`src/rtl/data_memory_arb_pkg.sv`:
```
// Shared types and default sizing for the data memory arbiter.
package data_memory_arb_pkg;

    localparam int unsigned AddrWDef         = 16;
    localparam int unsigned DataWDef         = 16;
    localparam int unsigned TimeoutCyclesDef = 15;

    typedef enum logic [1:0] {
        StIdle,
        StAccess,
        StResp
    } arb_state_e;

endpackage

```
`src/rtl/rr_arbiter_2.sv`:
```
// Two-way round-robin winner select with a registered last-grant pointer.
module rr_arbiter_2 (
    input  logic       clk_i,
    input  logic       rst_i,
    input  logic [1:0] req_i,
    input  logic       grant_i,
    output logic       winner_o,
    output logic       valid_o
);

    logic last_q, last_d;

    always_comb begin
        valid_o = |req_i;
        if (req_i == 2'b11) begin
            winner_o = ~last_q;
        end else begin
            winner_o = req_i[1];
        end
        last_d = grant_i ? winner_o : last_q;
    end

    // Reset to "r1 granted last" so r0 wins the first contested round.
    always_ff @(posedge clk_i) begin
        if (rst_i) begin
            last_q <= 1'b1;
        end else begin
            last_q <= last_d;
        end
    end

endmodule

```
`src/rtl/data_memory_arbiter.sv`:
```
// Serialises two requesters onto the LC3 data memory bus (IDLE/ACCESS/RESP sequencer).
// Optional access timeout enabled by defining DATA_MEMORY_ARB_TIMEOUT_EN.
module data_memory_arbiter
    import data_memory_arb_pkg::*;
#(
    parameter int unsigned ADDR_W         = AddrWDef,
    parameter int unsigned DATA_W         = DataWDef,
    parameter int unsigned TIMEOUT_CYCLES = TimeoutCyclesDef
) (
    input  logic              clock,
    input  logic              reset,
    input  logic              r0_req,
    input  logic              r0_rd,
    input  logic [ADDR_W-1:0] r0_addr,
    input  logic [DATA_W-1:0] r0_din,
    output logic              r0_gnt,
    output logic              r0_done,
    output logic [DATA_W-1:0] r0_dout,
    input  logic              r1_req,
    input  logic              r1_rd,
    input  logic [ADDR_W-1:0] r1_addr,
    input  logic [DATA_W-1:0] r1_din,
    output logic              r1_gnt,
    output logic              r1_done,
    output logic [DATA_W-1:0] r1_dout,
    output logic              err,
    output logic [ADDR_W-1:0] Data_addr,
    output logic [DATA_W-1:0] Data_din,
    output logic              Data_rd,
    output logic              D_macc,
    input  logic              complete_data,
    input  logic [DATA_W-1:0] Data_dout
);

    arb_state_e        state_q, state_d;
    logic              winner_q, winner_d;
    logic [ADDR_W-1:0] addr_q, addr_d;
    logic [DATA_W-1:0] din_q, din_d;
    logic              rd_q, rd_d;
    logic              macc_q, macc_d;
    logic [DATA_W-1:0] dout0_q, dout0_d;
    logic [DATA_W-1:0] dout1_q, dout1_d;
    logic              arb_winner, arb_valid, grant;

    // Gate grants during reset so no requester sees a grant that is then lost.
    assign grant = (state_q == StIdle) && arb_valid && !reset;

    rr_arbiter_2 u_rr (
        .clk_i    (clock),
        .rst_i    (reset),
        .req_i    ({r1_req, r0_req}),
        .grant_i  (grant),
        .winner_o (arb_winner),
        .valid_o  (arb_valid)
    );

`ifdef DATA_MEMORY_ARB_TIMEOUT_EN
    localparam int unsigned CntW = (TIMEOUT_CYCLES < 16) ? 4 : $clog2(TIMEOUT_CYCLES + 1);
    logic [CntW-1:0] cnt_q, cnt_d;
    logic            err_q, err_d;
`else
    logic unused_timeout_cfg;
    assign unused_timeout_cfg = ^TIMEOUT_CYCLES;
`endif

    always_comb begin
        state_d  = state_q;
        winner_d = winner_q;
        addr_d   = addr_q;
        din_d    = din_q;
        rd_d     = rd_q;
        macc_d   = macc_q;
        dout0_d  = dout0_q;
        dout1_d  = dout1_q;
`ifdef DATA_MEMORY_ARB_TIMEOUT_EN
        cnt_d    = cnt_q;
        err_d    = err_q;
`endif
        unique case (state_q)
            StIdle: begin
                if (grant) begin
                    winner_d = arb_winner;
                    addr_d   = arb_winner ? r1_addr : r0_addr;
                    din_d    = arb_winner ? r1_din : r0_din;
                    rd_d     = arb_winner ? r1_rd : r0_rd;
                    macc_d   = 1'b1;
                    state_d  = StAccess;
`ifdef DATA_MEMORY_ARB_TIMEOUT_EN
                    cnt_d    = '0;
                    err_d    = 1'b0;
`endif
                end
            end
            StAccess: begin
                if (complete_data && macc_q) begin
                    macc_d  = 1'b0;
                    state_d = StResp;
                    if (rd_q) begin
                        if (winner_q) dout1_d = Data_dout;
                        else          dout0_d = Data_dout;
                    end
`ifdef DATA_MEMORY_ARB_TIMEOUT_EN
                end else if (cnt_q == CntW'(TIMEOUT_CYCLES - 1)) begin
                    // Aborted load returns zero rather than stale data.
                    macc_d  = 1'b0;
                    err_d   = 1'b1;
                    state_d = StResp;
                    if (rd_q) begin
                        if (winner_q) dout1_d = '0;
                        else          dout0_d = '0;
                    end
                end else begin
                    cnt_d = cnt_q + 1'b1;
`endif
                end
            end
            StResp: begin
                state_d = StIdle;
            end
            default: begin
                state_d = StIdle;
            end
        endcase
    end

    always_ff @(posedge clock) begin
        if (reset) begin
            state_q  <= StIdle;
            winner_q <= 1'b0;
            addr_q   <= '0;
            din_q    <= '0;
            rd_q     <= 1'b0;
            macc_q   <= 1'b0;
            dout0_q  <= '0;
            dout1_q  <= '0;
        end else begin
            state_q  <= state_d;
            winner_q <= winner_d;
            addr_q   <= addr_d;
            din_q    <= din_d;
            rd_q     <= rd_d;
            macc_q   <= macc_d;
            dout0_q  <= dout0_d;
            dout1_q  <= dout1_d;
        end
    end

`ifdef DATA_MEMORY_ARB_TIMEOUT_EN
    always_ff @(posedge clock) begin
        if (reset) begin
            cnt_q <= '0;
            err_q <= 1'b0;
        end else begin
            cnt_q <= cnt_d;
            err_q <= err_d;
        end
    end
    assign err = (state_q == StResp) && err_q;
`else
    assign err = 1'b0;
`endif

    assign r0_gnt    = grant && !arb_winner;
    assign r1_gnt    = grant && arb_winner;
    assign r0_done   = (state_q == StResp) && !winner_q;
    assign r1_done   = (state_q == StResp) && winner_q;
    assign r0_dout   = dout0_q;
    assign r1_dout   = dout1_q;
    assign Data_addr = addr_q;
    assign Data_din  = din_q;
    assign Data_rd   = rd_q;
    assign D_macc    = macc_q;

endmodule

```
`config.mk`:
```
export PLATFORM = sky130hd
export DESIGN_NAME = data_memory_arbiter
export DESIGN_NICKNAME = d
export VERILOG_FILES = /design/src/rtl/data_memory_arb_pkg.sv /design/src/rtl/rr_arbiter_2.sv /design/src/rtl/data_memory_arbiter.sv
export SDC_FILE = /design/constraint.sdc
export NUM_CORES = 1
export LEC_CHECK = 0
export ABC_AREA = 0
export CAP_MARGIN = 20
export CORE_ASPECT_RATIO = 0.75
export CORE_MARGIN = 3
export CORE_UTILIZATION = 40
export CTS_CLUSTER_DIAMETER = 50
export CTS_CLUSTER_SIZE = 25
export DETAILED_ROUTE_END_ITERATION = 8
export PLACE_DENSITY = 0.87
export REMOVE_ABC_BUFFERS = 1
export SYNTH_ARGS = -nofsm -noshare
export SYNTH_HDL_FRONTEND = slang
export SYNTH_HIERARCHICAL = 1
export SYNTH_SLANG_ARGS = --single-unit
```
`constraint.sdc`:
```
create_clock -name clock -period 2.1 [get_ports clock]
set_input_delay 0.315 -clock clock [delete_from_list [all_inputs] [get_ports clock]]
set_output_delay 0.315 -clock clock [all_outputs]
set_load 0.05 [all_outputs]
```
==> key figures, run 1 <==
Outcome
  – Status: finished clean

Finish
  – N_diodes: 0
  – Total Nets Final: 541
  – Most frequent cells in the layout: clkdlybuf4s50_1 (151), dfxtp_1 (70), mux2i_1 (66), nand2b_1 (49), nor2_1 (34)
  – Commonest non-fill, non-tap cell in the layout: clkdlybuf4s50_1
  – Layout cell share with drive strength beyond 1: 0.08279
  – Area Overhead vs Synth: 63.04%
  – Final instance area: 4951 um2

Placement
  – Port bufs: 156
  – Placer Congestion: 0.7701
  – DP Wirelength: 6.250 mm
  – Cell Area, Placed: 4742 um2

Die
  – Row count: 26
  – Core footprint: 7092 um2
  – Die ar.: 8684 um2
  – Die H: 81.46 um
  – Io pins: 158
  – Die X: 106.6 um
  – Initial Util: 0.4282

Yosys
  – Synth warn: 6
  – Synth top area share: 0.4615
  – Largest cells by area after synthesis: dfxtp_1 (46%), mux2i_1 (22%), nand2b_1 (10%)
  – Sequential cell area fraction in the yosys report: 0.4615
  – Synthesized area: 3037 um2
  – Number of flops mapped to enable cells by yosys: 0
  – Avg Synthesized Cell Area: 10.16 um2
  – Synth Flop Type: dfxtp_1
  – Post-Syn Instances: 299
  – Yosys reg bits: 70
  – Largest area contributor in the netlist: dfxtp_1
  – FFs w/ async S/R, synth: 0
  – Distinct cells, synth: 29

Setup path
  – R2R Path Start: state_q[0]$_SDFFE_PP0P_
  – Critical Path RT: 1.78 ns
  – Worst reg2reg path depth: 5
  – Cells along the critical path: clkdlybuf4s50_1 > or2_2 > nor4b_4 > buf_4 > and2_1 > buf_12
  – Critical path arrival: 1.74 ns
  – Critical path class: in -> out
  – R2R setup slack: 0.50 ns
  – Crit path max fanout: 6
  – Worst Path Buf+Inv: 3
  – Worst setup SP type: primary input
  – CP peak stage delay: 0.46 ns
  – Delay-heaviest family, CP: buffers and inverters
  – Reg-to-Reg End: Data_din[15]$_SDFFE_PP0P_
  – Setup crit end kind: output pin
  – Critical-path top delay cell: clkdlybuf4s50_1

Pwr
  – Pwr Density: 667.4 nW/um2
  – Total power: 3.304 mW
  – Peak supply drop: 371.0 uV
  – Leak Pwr: 1.890 nW

Route
  – Vias post-DR: 2,663
  – Final WL: 8.270 mm
  – Starting DRT DRC Count: 45
  – Post-route ant nets: 0
  – DRC: 0
  – DR vias/cell: 4.781
  – First-pass iteration count of the detailed router: 4
  – Wirelength per Cell: 14.85 um

STA
  – Clock skew: 0.01022 ns
  – Unrepaired setup endpoints after global routing: no
  – Final Cycle Share: 0.9770
  – Worst hold margin: 0.4787 ns
  – Worst slew margin: 0.5213
  – Final hold vios: 0
  – Min Tclk post-route: 2.052 ns
  – Final setup vio count: 0
  – Least-Margin Pin Slew: 0.7180 ns
  – Final Slew Violations: 0
  – FMAX: 487.4 MHz

Clock tree
  – Later-pin clock latency in the skew report: 0.33 ns
  – Clock Sink Count: 70
  – Clk pin slew, worst setup/hold paths: 0.07 ns
  – Clock buffer count from CTS: 9
  – Root buffer cell: clkbuf_8
  – CTS Hold Bufs: 0
  – TritonCTS clock tree: yes
  – CTS Buffer Depth: 2
  – H-tree depth: 3

Global routing
  – Largest net degree at the start of global routing: 87
  – Grt total ovfl: 0
  – Number of antenna violations at the first check in global routing: 0
  – Total track usage: 0.1935
  – Vias in the first global route: 2,719
  – First-pass GRT wire length: 13.28 mm

Worst hold path
  – Worst Hold Endpoint: r1_dout[12]$_SDFFE_PP0P_
  – Hold WC Path Type: reg -> reg
  – Worst Hold Depth: 2
  – HP Start: r1_dout[12]$_SDFFE_PP0P_

Job
  – Number of max-cap violations: 0
[routing by layer]
layer / global-route usage / up-vias / part of all wire
met5: 0 / - / 0
met4: 0.04725 / 0 / 0.0069
met3: 0.06441 / 6 / 0.067
met2: 0.3386 / 82 / 0.50
met1: 0.2326 / 1226 / 0.43
li1: - / 1349 / -
[Yosys cell counts (2+ instances only)]
cell type and n:
buf_2 10, nor4b_1 2, a211oi_1 33, nand2b_1 49, clkbuf_1 10, nor2b_1 3, nand2_1 2, mux2i_1 66
buf_6 2, dfxtp_1 70, nor2_1 34
[through the flow]
| stage | TNS (ns) | std cells | worst slack [ns] | utilization |
|---|---|---|---|---|
| after floorplan | -72.19 | 274 | -1.802 | - |
| after global placement | 0 | 540 | 0.01284 | 0.6687 |
| after detailed placement | -0.3927 | 540 | -0.08124 | 0.6687 |
| after CTS | 0 | 556 | 0.02202 | 0.6971 |
| after global routing | 0 | 557 | 0.01385 | 0.6981 |
| final | 0 | 557 | 0.04833 | 0.6981 |
[worst register-to-register path, cell delays in order (launching register included)]
cell and delay (ns):
dfxtp_1 0.40, nor4b_4 0.30, buf_4 0.18, buf_4 0.32
nor2_1 0.09, a211oi_1 0.23
[where the power goes]
part	total [mW]	switching (mW)	internal (mW)
Clock	1.09	0.509	0.582
Sequential	1.43	0.0407	1.39
Combinational	0.783	0.413	0.371
Total	3.30	0.963	2.34
[worst max-delay path by stage]
stage	from	to	slack, ns	depth (start not counted)
floorplan	r1_req	r0_gnt	-1.80	2
global placement	r0_req	r0_gnt	0.01	5
detailed placement	r0_req	Data_din[2]$_SDFFE_PP0P_	-0.08	6
CTS	r0_req	r0_gnt	0.02	5
global route	r0_req	r1_gnt	0.01	6
finish	r0_req	r1_gnt	0.05	6
[state kept, by name, summed over array words and instances (netlist names)]
signal / count
r0_dout: 16
winner_q: 1
state_q: 2
u_rr/last_q: 1
r1_dout: 16
Data_addr: 16
D_macc: 1
Data_din: 16
Data_rd: 1
[what timing repair did]
action	4_1_cts	5_1_grt
resized for setup	2	0
buffers inserted	0	1
pin swaps	0	0
setup endpoints to repair	2	2
endpoints found under the hold margin	0	0
[area by class of cell]
class                   count  area, um2
clock buffers              11      141.4
clock inverters             5      58.81
fillers                   573       2141
multi-input cells         204       1519
flip-flops and latches     70       1401
well taps                  98      122.6
repair buffers            169       1708
[cells by family after synthesis]
group | synth area share
simple gates | 0.1821
flops | 0.4615
mux | 0.2176
compound gates | 0.09271
buf+inv | 0.04491
other cells | 0.001235
Power figures use the tool's default switching activity.
==> run 2, diff against run 1 <==
Settings changed: PLACE_DENSITY 0.87 to unset, PLACE_DENSITY_LB_ADDON set to 0.25.
==> run 2 against run 1 <==
Against the previous run: non-clock buffer count grew 1; design area grew 0.18%; register-to-register slack lost 0.22 ns; sequential share of layout area about the same; critical endpoint is now r0_gnt; largest cell class unchanged.
==> key figures, run 2 (synthesis results as in run 1) <==
Outcome
  – Status: finished clean

Global routing
  – Total track usage: 0.1890 (-0.004502)
  – Largest net degree at the start of global routing: 87 (unchanged)
  – Vias in the first global route: 2,608 (-4.1%)
  – Number of antenna violations at the first check in global routing: 0 (unchanged)
  – Grt total ovfl: 0 (unchanged)
  – First-pass GRT wire length: 12.93 mm (-2.7%)

Clock tree
  – Later-pin clock latency in the skew report: 0.34 ns (about the same)
  – Clock Sink Count: 70 (unchanged)
  – Root buffer cell: clkbuf_8
  – CTS Hold Bufs: 0 (unchanged)
  – Clk pin slew, worst setup/hold paths: 0.07 ns (about the same)
  – Clock buffer count from CTS: 9 (unchanged)
  – H-tree depth: 3 (unchanged)
  – TritonCTS clock tree: yes
  – CTS Buffer Depth: 2 (unchanged)

Die
  – Die X: 106.6 um (unchanged)
  – Die ar.: 8684 um2 (unchanged)
  – Core footprint: 7092 um2 (unchanged)
  – Die H: 81.46 um (unchanged)
  – Row count: 26 (unchanged)
  – Io pins: 158 (unchanged)
  – Initial Util: 0.4282 (unchanged)

Pwr
  – Leak Pwr: 1.900 nW (+0.56%)
  – Pwr Density: 684.6 nW/um2 (+2.6%)
  – Peak supply drop: 420.3 uV (+13%)

Route
  – Final WL: 8.079 mm (-2.3%)
  – First-pass iteration count of the detailed router: 4 (unchanged)
  – Starting DRT DRC Count: 68 (+51%)
  – Vias post-DR: 2,644 (-0.71%)
  – Wirelength per Cell: 14.48 um (-2.5%)
  – Post-route ant nets: 0 (unchanged)
  – DR vias/cell: 4.738 (-0.89%)
  – DRC: 0 (unchanged)

Placement
  – Pre-CTS WS: -0.06326 ns (+0.01799 ns)
  – DP Wirelength: 6.055 mm (-3.1%)
  – Placer Congestion: 0.7582 (-1.5%)
  – Port bufs: 156 (unchanged)
  – Placed Cells: 540 (unchanged)
  – Cell Area, Placed: 4715 um2 (-0.58%)

STA
  – FMAX: 497.2 MHz (+2.0%)
  – Min Tclk post-route: 2.011 ns (-0.04035 ns)
  – Setup TNS: 0 ns (unchanged)
  – Unrepaired setup endpoints after global routing: no
  – Least-Margin Pin Slew: 0.7208 ns (+0.002846 ns)
  – Final setup vio count: 0 (unchanged)
  – Clock skew: 0.01403 ns (+0.003804 ns)
  – Worst slew margin: 0.5194 (-0.001898)
  – Final WS setup: 0.08867 ns (+0.04035 ns)
  – Final hold vios: 0 (unchanged)
  – Final Cycle Share: 0.9578 (-0.01921)
  – Final Slew Violations: 0 (unchanged)
  – Worst hold margin: 0.4726 ns (-0.006061 ns)

Worst hold path
  – Worst Hold Endpoint: r0_dout[4]$_SDFFE_PP0P_
  – Hold WC Path Type: reg -> reg
  – Worst Hold Depth: 2 (unchanged)
  – HP Start: r0_dout[4]$_SDFFE_PP0P_

Setup path
  – Reg-to-Reg End: Data_addr[13]$_SDFFE_PP0P_
  – Critical path arrival: 1.70 ns (-0.04 ns)
  – Crit path max fanout: 3 (-3)
  – Worst reg2reg path depth: 6 (+1)
  – Worst setup SP type: primary input
  – Cells along the critical path: clkdlybuf4s50_1 > or2_2 > nor4b_4 > nor2b_4 > buf_12
  – R2R setup slack: 0.28 ns (-0.22 ns)
  – Critical-path top delay cell: clkdlybuf4s50_1
  – CP peak stage delay: 0.53 ns (+0.07 ns)
  – R2R Path Start: state_q[0]$_SDFFE_PP0P_
  – Setup crit end kind: output pin
  – Critical path class: in -> out
  – Critical Path RT: 1.78 ns (about the same)

Finish
  – Total Nets Final: 542 (+0.18%)
  – Commonest non-fill, non-tap cell in the layout: clkdlybuf4s50_1
  – Layout cell share with drive strength beyond 1: 0.08913 (+0.006342)
  – N_diodes: 0 (unchanged)
  – Area Overhead vs Synth: 63.33%
  – Final Non-Filler Cells: 558 (+0.18%)
  – Most frequent cells in the layout: clkdlybuf4s50_1 (151), dfxtp_1 (70), mux2i_1 (66), nand2b_1 (49), nor2_1 (34)
  – Final instance area: 4960 um2 (+0.18%)

Job
  – Number of max-cap violations: 0 (unchanged)
-- run 2: cell count changes in the layout (fill, tap and decap cells not counted), sizes merged --
cell,previous run,this run
buf,17,19
clkinvlp,2,1
clkinv,2,4
bufinv,1,2
clkbuf,11,9
dlygate4sd2,1,0
-- run 2: metal layers --
metal | vias up | part of all wire | GRT usage
li1 | 1350 | - | -
met1 | 1216 | 0.41 | 0.2193
met2 | 71 | 0.51 | 0.3423
met3 | 7 | 0.066 | 0.06127
met4 | 0 | 0.0099 | 0.04598
met5 | - | 0 | 0
-- run 2: critical path: cells and delay by family --
family,cells,cell delay [ns]
AND/OR/NAND/NOR,3,0.71
buffers and inverters,2,0.67
-- run 2: power breakdown --
group	switching, mW	leakage (nW)	internal, mW
combinational	0.410	1.22	0.366
clock	0.517	0.109	0.672
sequential	0.0398	0.571	1.39
-- run 2: cell type report --
type / count / area (um2)
clock buffers: 9 / 123.9
clock inverters: 7 / 98.84
fillers: 572 / 2132
multi-input cells: 204 / 1524
flip-flops and latches: 70 / 1401
well taps: 98 / 122.6
repair buffers: 170 / 1689
-- run 2: worst max-delay path by stage --
stage	startpoint	end	slack [ns]	cells past startpoint
CTS	r0_req	r0_gnt	0.02	5
global route	r0_req	Data_addr[13]$_SDFFE_PP0P_	0.006	8
finish	r0_req	r0_gnt	0.09	5
global placement	r0_req	r0_gnt	-0.01	5
detailed placement	r0_req	Data_din[1]$_SDFFE_PP0P_	-0.06	6
floorplan	r1_req	r0_gnt	-1.80	2
-- run 2: timing repair --
item | CTS | global route
setup buffers | 1 | 1
gates resized for setup | 0 | 2
endpoints found under the setup margin | 1 | 1
-- run 2: through the flow --
step | utilization | total power [mW]
after floorplan | - | 1.872
final | 0.6994 | 3.395
after global placement | 0.6648 | 2.218
after global routing | 0.6994 | 3.555
after detailed placement | 0.6648 | 2.234
after CTS | 0.6972 | 3.428
==> run 3, diff against run 2 <==
Settings changed: REMOVE_ABC_BUFFERS 1 to unset, SYNTH_HIERARCHICAL 1 to unset.
Clock period 2.1 ns to 2 ns, I/O delays scaled along.
==> run 3 against run 2 <==
Against the previous run: critical path depth decreased by 4; via count grew 12%; global-route usage up 1.6 points; synthesized cell count grew 5.7%; largest cell class unchanged; flip-flop and latch count did not move; critical path type is now reg -> out; highest routed layer unchanged; combinational power rose by 23%; first-iteration DRC count is 28% higher; register-to-register slack improved by 0.17 ns; design area increased by 1.1%.
==> key figures, run 3 <==
Worst hold path
  – Hold WC Path Type: in -> reg
  – Worst Hold Endpoint: winner_q$_SDFFE_PP0P_
  – HP Start: reset
  – Worst Hold Depth: 2 (unchanged)

Route
  – Starting DRT DRC Count: 87 (+28%)
  – Vias post-DR: 2,973 (+12%)
  – Final WL: 9.142 mm (+13%)
  – Post-route ant nets: 0 (unchanged)
  – Wirelength per Cell: 16.18 um (+12%)
  – DR vias/cell: 5.262 (+11%)
  – DRC: 0 (unchanged)
  – First-pass iteration count of the detailed router: 4 (unchanged)

Placement
  – Placed Cells: 550 (+1.9%)
  – Placer Congestion: 0.7357 (-3.0%)
  – Port bufs: 156 (unchanged)
  – DP Wirelength: 6.684 mm (+10%)

Global routing
  – Number of antenna violations at the first check in global routing: 0 (unchanged)
  – Grt total ovfl: 0 (unchanged)
  – Total track usage: 0.2052 (+0.01617)
  – Vias in the first global route: 3,034 (+16%)
  – First-pass GRT wire length: 14.41 mm (+11%)
  – Largest net degree at the start of global routing: 36 (-59%)

Die
  – Die ar.: 8955 um2 (+3.1%)
  – Row count: 27 (+3.8%)
  – Initial Util: 0.4203 (-0.007881)
  – Core footprint: 7466 um2 (+5.3%)
  – Io pins: 158 (unchanged)
  – Die X: 108.3 um (+1.6%)
  – Die H: 82.71 um (+1.5%)

Setup path
  – Crit path max fanout: 5 (+2)
  – Cells along the critical path: clkdlybuf4s50_1
  – R2R Path Start: state_q[0]$_SDFFE_PP0P_
  – Worst Path Buf+Inv: 1 (-1)
  – Setup crit end kind: output pin
  – Setup crit start: D_macc$_SDFFE_PP0P_
  – CP peak stage delay: 0.84 ns (+0.31 ns)
  – Delay-heaviest family, CP: buffers and inverters
  – Reg-to-Reg End: Data_din[10]$_SDFFE_PP0P_
  – Critical Path RT: 1.70 ns (-0.08 ns)
  – R2R setup slack: 0.45 ns (+0.17 ns)
  – Critical path arrival: 1.61 ns (-0.09 ns)
  – Worst setup SP type: flip-flop
  – Worst reg2reg path depth: 4 (-2)
  – Critical path class: reg -> out
  – Critical-path top delay cell: clkdlybuf4s50_1

Clock tree
  – Clock buffer count from CTS: 9 (unchanged)
  – H-tree depth: 3 (unchanged)
  – Root buffer cell: clkbuf_8
  – Later-pin clock latency in the skew report: 0.33 ns (about the same)
  – TritonCTS clock tree: yes
  – CTS Hold Bufs: 0 (unchanged)
  – Clock Sink Count: 70 (unchanged)
  – CTS Buffer Depth: 2 (unchanged)
  – Clk pin slew, worst setup/hold paths: 0.08 ns (about the same)
  – Post_cts resized: 0 (unchanged)
  – Setup Buffers After CTS: 0 (-1)

Yosys
  – Synth Area in Adders: 0 (unchanged)
  – Commonest cells in the netlist: dfxtp_1 (70), mux2i_1 (49), a211oi_1 (32), a31oi_1 (32), nand2_1 (19)
  – Sequential cell area fraction in the yosys report: 0.4466 (-0.01490)
  – Synth warn: 0 (-6)
  – Post-Syn Instances: 316 (+5.7%)
  – Synth top area share: 0.4466 (-0.01490)
  – Yosys reg bits: 70 (unchanged)
  – Mux cell area share after synthesis: 0.1563 (-0.06125)
  – Largest cells by area after synthesis: dfxtp_1 (45%), mux2i_1 (16%), a211oi_1 (7.7%)
  – Cell with the most instances after synthesis: dfxtp_1
  – Largest area contributor in the netlist: dfxtp_1
  – Simple-gate share of the synthesized area: 0.1288 (-0.05333)
  – Number of flops mapped to enable cells by yosys: 0 (unchanged)
  – Post-synthesis xor/xnor area fraction: 0 (unchanged)
  – Synthesized area: 3138 um2 (+3.3%)
  – Largest family of logic cells by synthesized area: compound AO/OA/AOI/OAI gates
  – Avg Synthesized Cell Area: 9.930 um2 (-2.2%)
  – Distinct cells, synth: 32 (+10%)
  – Synth Flop Type: dfxtp_1
  – Complex-gate fraction of the synthesized area: 0.1998 (+0.1071)
  – Post-Syn Nets: 403
  – FFs w/ async S/R, synth: 0 (unchanged)

Pwr
  – Pwr Density: 761.5 nW/um2 (+11%)
  – Leak Pwr: 1.902 nW (+0.10%)
  – Peak supply drop: 372.8 uV (-11%)

Job
  – Number of max-cap violations: 0 (unchanged)

STA
  – Least-Margin Pin Slew: 0.5721 ns (-0.1488 ns)
  – Final setup vio count: 0 (unchanged)
  – Final Slew Violations: 0 (unchanged)
  – Setup TNS: 0 ns (unchanged)
  – Unrepaired setup endpoints after global routing: no
  – Worst slew margin: 0.6186 (+0.09917)
  – Final hold vios: 0 (unchanged)
  – Min Tclk post-route: 1.912 ns
  – Final Cycle Share: 0.9562
  – FMAX: 522.9 MHz
  – Clock skew: 0.006269 ns (-0.007760 ns)

Finish
  – Commonest non-fill, non-tap cell in the layout: clkdlybuf4s50_1
  – Most frequent cells in the layout: clkdlybuf4s50_1 (151), dfxtp_1 (70), mux2i_1 (49), a31oi_1 (32), a211oi_1 (32)
  – Area Overhead vs Synth: 59.81%
  – Total Nets Final: 547 (+0.92%)
  – Area occupied by multi-input gates: 1541 um2 (+1.1%)
  – Layout cell share with drive strength beyond 1: 0.09914 (+0.01001)
  – Final Non-Filler Cells: 565 (+1.3%)
  – Register Area: 1401 um2 (unchanged)
  – Fill count: 641 (+12%)
  – N_diodes: 0 (unchanged)

Outcome
  – Status: finished clean
[run 3: cell count changes in the layout (fill, tap and decap cells not counted), sizes merged, moves of 3 or more]
cell    previous run  this run
a31oi              0        32
nand2b            49        17
nor2              34         3
mux2i             66        49
nor3               1        18
a31o               0        16
nand2              3        19
a21oi              1         4
nor2b              3         0
nor4b              3         0
[run 3: cell families (layout without fill, tap and decap cells)]
logic type             count (synthesis)  after routing
AO/OA/AOI/OAI                         88             88
buffers and inverters                 37            185
flip-flops                            70             70
multiplexers                          49             49
other                                  1              1
AND/OR/NAND/NOR                       71             71
[run 3: worst max path at each step]
stage | end | slack [ns] | cells after the start
6_report | D_macc | 0.09 | 1
5_1_grt | D_macc | 0.007 | 1
4_1_cts | D_macc | 0.05 | 1
3_5_place_dp | r0_dout[14]$_SDFFE_PP0P_ | 0.1 | 4
3_3_place_gp | r0_dout[0]$_SDFFE_PP0P_ | 0.16 | 4
2_1_floorplan | r0_gnt | 0.04 | 5
[run 3: cell type report]
class,instances,share of cell area
clock buffers,9,0.02470
clock inverters,6,0.02221
inverters,1,0.0007485
multi-input cells,209,0.3074
flip-flops and latches,70,0.2794
well taps,101,0.02520
repair buffers,169,0.3403
[run 3: layer usage]
metal | wire [um] | vias to the layer above | global-route usage
met1 | 3853 | 1406 | 0.2355
met3 | 660 | 9 | 0.05983
met4 | 91 | 0 | 0.06557
met5 | 0 | - | 0
met2 | 4536 | 91 | 0.3716
li1 | - | 1467 | -
[run 3: where the power goes]
| part | switching [mW] | leakage [nW] | total [mW] | internal, mW |
|---|---|---|---|---|
| logic | 0.535 | 1.22 | 0.956 | 0.421 |
| clock network | 0.521 | 0.115 | 1.34 | 0.821 |
| registers | 0.0520 | 0.572 | 1.52 | 1.47 |
[run 3: through the flow]
step	worst slack [ns]	cell area [um2]	hold WS [ns]	util	power [mW]
after global routing	0.006679	5015	0.3612	0.6717	3.989
after detailed placement	0.09970	4780	0.4519	0.6402	2.510
after floorplan	0.04122	3143	0.4677	-	2.111
after global placement	0.1570	4780	0.4411	0.6402	2.494
final	0.08765	5015	0.3474	0.6717	3.819
after CTS	0.05488	5015	0.3176	0.6717	3.869
